==> config.mk <==
export PLATFORM = sky130hd
export DESIGN_NAME = toggle_handshake_rx
export DESIGN_NICKNAME = d
export VERILOG_FILES = /design/src/rtl/toggle_handshake_rx.sv
export SDC_FILE = /design/constraint.sdc
export NUM_CORES = 1
export LEC_CHECK = 0
export BUFFER_PORTS_ARGS = -buffer_cell sky130_fd_sc_hd__buf_2
export CAP_MARGIN = 10
export CORE_MARGIN = 2
export CORE_UTILIZATION = 30
export CTS_CLUSTER_SIZE = 40
export DETAILED_ROUTE_END_ITERATION = 16
export GPL_TIMING_DRIVEN = 0
export HOLD_SLACK_MARGIN = 0.1
export SLEW_MARGIN = 20
export SYNTH_ARGS = -nofsm -noshare
export SYNTH_HDL_FRONTEND = slang
export SYNTH_SLANG_ARGS = --single-unit
==> constraint.sdc <==
create_clock -name clk -period 2.1 [get_ports clk]
set_clock_uncertainty 0.2 [all_clocks]
set_input_delay 0.525 -clock clk [delete_from_list [all_inputs] [get_ports clk]]
set_output_delay 0.525 -clock clk [all_outputs]
set_load 0.01 [all_outputs]
==> src/rtl/toggle_handshake_rx.sv <==
// Receiver half of a toggle (2-phase) clock-domain-crossing handshake.
// Synchronizes req_tgl, captures data_in into a one-word output buffer and acks once it is consumed.
module toggle_handshake_rx #(
  parameter int DATA_W      = 8,
  parameter int SYNC_STAGES = 2
) (
  input  logic              clk,
  input  logic              reset_n,
  input  logic              req_tgl,
  input  logic [DATA_W-1:0] data_in,
  output logic              ack_tgl,
  output logic              out_valid,
  output logic [DATA_W-1:0] out_data,
  input  logic              out_ready,
  output logic [7:0]        xfer_cnt,
  output logic              proto_err
);

  localparam logic [0:0] ST_IDLE = 1'b0;
  localparam logic [0:0] ST_HOLD = 1'b1;

  if ((SYNC_STAGES < 2) || (SYNC_STAGES > 4)) begin : g_bad_sync
    $error("toggle_handshake_rx: SYNC_STAGES must be in 2..4");
  end

  logic [SYNC_STAGES-1:0] sync_r;
  logic                   hist_r;
  logic                   req_event_s;

  logic [0:0]             state_r;
  logic [0:0]             state_nxt_s;
  logic                   ack_r;
  logic                   ack_nxt_s;
  logic                   valid_r;
  logic                   valid_nxt_s;
  logic [DATA_W-1:0]      data_r;
  logic [DATA_W-1:0]      data_nxt_s;
  logic [7:0]             cnt_r;
  logic [7:0]             cnt_nxt_s;
  logic                   err_r;
  logic                   err_nxt_s;

  // Request synchronizer chain plus history flop for edge detection.
  always_ff @(posedge clk or negedge reset_n) begin
    if (!reset_n) begin
      sync_r <= {SYNC_STAGES{1'b0}};
      hist_r <= 1'b0;
    end else begin
      sync_r <= {sync_r[SYNC_STAGES-2:0], req_tgl};
      hist_r <= sync_r[SYNC_STAGES-1];
    end
  end

  assign req_event_s = sync_r[SYNC_STAGES-1] ^ hist_r;

  // Next-state logic; a request seen while holding is a sender protocol error and is dropped.
  always_comb begin
    state_nxt_s = state_r;
    ack_nxt_s   = ack_r;
    valid_nxt_s = valid_r;
    data_nxt_s  = data_r;
    cnt_nxt_s   = cnt_r;
    err_nxt_s   = err_r;
    case (state_r)
      ST_IDLE: begin
        if (req_event_s) begin
          data_nxt_s  = data_in;
          valid_nxt_s = 1'b1;
          state_nxt_s = ST_HOLD;
        end else begin
          state_nxt_s = ST_IDLE;
        end
      end
      ST_HOLD: begin
        if (req_event_s) begin
          err_nxt_s = 1'b1;
        end else begin
          err_nxt_s = err_r;
        end
        if (out_ready) begin
          valid_nxt_s = 1'b0;
          ack_nxt_s   = ~ack_r;
          cnt_nxt_s   = cnt_r + 8'd1;
          state_nxt_s = ST_IDLE;
        end else begin
          state_nxt_s = ST_HOLD;
        end
      end
      default: begin
        state_nxt_s = ST_IDLE;
        valid_nxt_s = 1'b0;
      end
    endcase
  end

  // State and output registers.
  always_ff @(posedge clk or negedge reset_n) begin
    if (!reset_n) begin
      state_r <= ST_IDLE;
      ack_r   <= 1'b0;
      valid_r <= 1'b0;
      data_r  <= {DATA_W{1'b0}};
      cnt_r   <= 8'd0;
      err_r   <= 1'b0;
    end else begin
      state_r <= state_nxt_s;
      ack_r   <= ack_nxt_s;
      valid_r <= valid_nxt_s;
      data_r  <= data_nxt_s;
      cnt_r   <= cnt_nxt_s;
      err_r   <= err_nxt_s;
    end
  end

  assign ack_tgl   = ack_r;
  assign out_valid = valid_r;
  assign out_data  = data_r;
  assign xfer_cnt  = cnt_r;
  assign proto_err = err_r;

endmodule

==> flow_summary.toml <==
[synthesis]
yosysWarnings = 0
yosys.cell_types.count = 16
ys_seq_area_frac = 0.638
avgSynthCellArea_um2 = 15.3
synthesis.nets = 72
syn_inst = 59
synth_area_leaders = "dfrtp_1 64%, mux2_4 13%, xor2_1 5.8%"
netlist_area_um2 = 902
synth_seq_cells = 23
synth_top_area_share = 0.638
synth_area_leader_cell = "dfrtp_1"

[sta]
relSlewSlack = 0.666
setup_violations = 0
hold_viol_final = 0
min_period_ns = 1.66
rsz0062_at_grt = "false"
worst_slack_ns = 0.443
drv_slew = 0
period_share = 0.789
fin_tns_setup_ns = 0
max_freq_ghz = 0.603
tightest_slew_ns = 0.501

[final_layout]
syn2layout_area_growth_pct = 26.1
layout-drive-gt1-share = 0.484
final_cell_mix = "30 x buf_2, 23 x dfrtp_1, 8 x mux2_4"
register_area_um2 = 576
final_common_cell = "buf_2"
diodes = 0
multi_input_area_um2 = 315
layout.nets = 109
fillCellCount = 292

[route]
wl_per_cell_um = 12.8
ant_nets = 0
drt-initial-drc-count = 12
vias_per_cell = 4.53
via_count = 571
wirelength_mm = 1.61
first_pass_iters = 9
drc = 4

[floorplan]
initial_core_util = 0.322
die_area_um2 = 3460
row_count = 19
io_pins = 31
fp.dieH_um = 58.8
fp.dieW_um = 58.8
core-area_um2 = 2810

[worst_setup_path]
path_class = "flip-flop to output port"
endpoint_kind = "output port"
cp_slowest_cell = "dfrtp_1"
critPathMaxStageDelay_ns = 0.46
crit_arrival_ns = 0.93
critPathTopFamily = "flip-flops"
critPathBufInv = 1
crit_chain = "buf_2"
crit_required_ns = 1.37
crit_fanout = 5
critPathLaunchType = "flip-flop"

[clock_tree]
clock-sinks = 23
insertion_delay_ns = 0.31
cts_resized = 0
tritoncts = "done"
numCtsBuffers = 3
clockBufferDepth = 2
cts_max_level = 1
root_buffer = "clkbuf_4"
path_clk_slew_ns = 0.12

[run_status]
violations = "DRC"
status = "complete, but fails checks"

[global_routing]
grt_max_degree = 24
grtUsageTotal = 0.0993
grt_pass1_wl_mm = 2.57
overflow = 0
antenna_found_initial = 0
grt_pass1_vias = 576

[place]
globalplace.congestion = 0.694
io_buffers = 30
hpwl_mm = 1.17
place_ws_ns = 0.522

[power_and_ir_drop]
power.leakage_nw = 0.575
ir_worst_vdd_uv = 393
power_density_nw_per_um2 = 1180

[run]
maxCapViolations = 0

[min_path]
hold_class = "flip-flop to flip-flop"
state kept, by name, summed over array words and instances, names as in the netlist:
signal and cells:
out_data 8, hist_r 1, state_r 1, out_valid 1
sync_r 2, proto_err 1, xfer_cnt 8, ack_tgl 1
cells by family after synthesis:
kind of cell    synth area share
mux                        0.146
flops                      0.638
xor+xnor                  0.0874
simple gates              0.0763
fa+ha+maj                 0.0139
compound gates            0.0263
buf+inv                   0.0125
layer usage:
| metal | global-route usage | vias to the layer above | wire length, µm |
|---|---|---|---|
| met5 | 0 | - | 0 |
| met4 | 0.0195 | 0 | 0 |
| met3 | 0.0418 | 0 | 146 |
| met2 | 0.167 | 25 | 760 |
| met1 | 0.120 | 277 | 701 |
| li1 | - | 269 | - |
timing repair:
action | 4_1_cts | 5_1_grt
endpoints found under the setup margin | 0 | 0
buffers inserted | 0 | 0
endpoints found under the hold margin | 24 | 0
hold buffers | 2 | 0
final timing paths:
path	startpoint	end	slack [ns]	cells after the start
setup / recovery	xfer_cnt[3]$_DFFE_PN0P_	xfer_cnt[3]	0.44	1
hold / removal	sync_r[0]$_DFF_PN0_	sync_r[1]$_DFF_PN0_	0.17	0
setup reg to reg	sync_r[1]$_DFF_PN0_	out_data[6]$_DFFE_PN0P_	0.52	4
hold reg to reg	sync_r[0]$_DFF_PN0_	sync_r[1]$_DFF_PN0_	0.17	0
max in group asynchronous	reset_n	out_data[3]$_DFFE_PN0P_	0.87	2
min in group asynchronous	reset_n	xfer_cnt[7]$_DFFE_PN0P_	0.50	2
where the power goes:
part	total [W]	internal, W	switching, W
registers	0.000684	0.000577	0.000108
clock network	0.000203	0.0000742	0.000129
logic	0.000452	0.000248	0.000203
cell type report:
class / count / share of cell area
tap: 31 / 0.0341
multi-input combinational: 35 / 0.277
buffer: 1 / 0.00990
timing repair buffer: 32 / 0.150
sequential: 23 / 0.506
clock buffer: 4 / 0.0231
cell usage after synthesis (all sizes together):
library cell,count
nor3,2
nor2,2
and2b,1
nor4,1
o21a,2
mux2,9
nand2,5
xor2,6
a21o,1
ha,1
dfrtp,23
nand3,2
buf,1
xnor2,3
per-stage QoR:
stage | hold WS, ns | area (µm²) | utilization | instances | power, W
after global routing | 0.178 | 1140 | 0.405 | 126 | 0.00144
after global placement | 0.131 | 1090 | 0.389 | 120 | 0.00114
after floorplan | 0.0294 | 902 | - | 59 | 0.000960
final | 0.166 | 1140 | 0.405 | 126 | 0.00134
after detailed placement | 0.139 | 1090 | 0.389 | 120 | 0.00115
after CTS | 0.169 | 1140 | 0.405 | 126 | 0.00136
No activity file was read; power rests on OpenSTA's default activity.
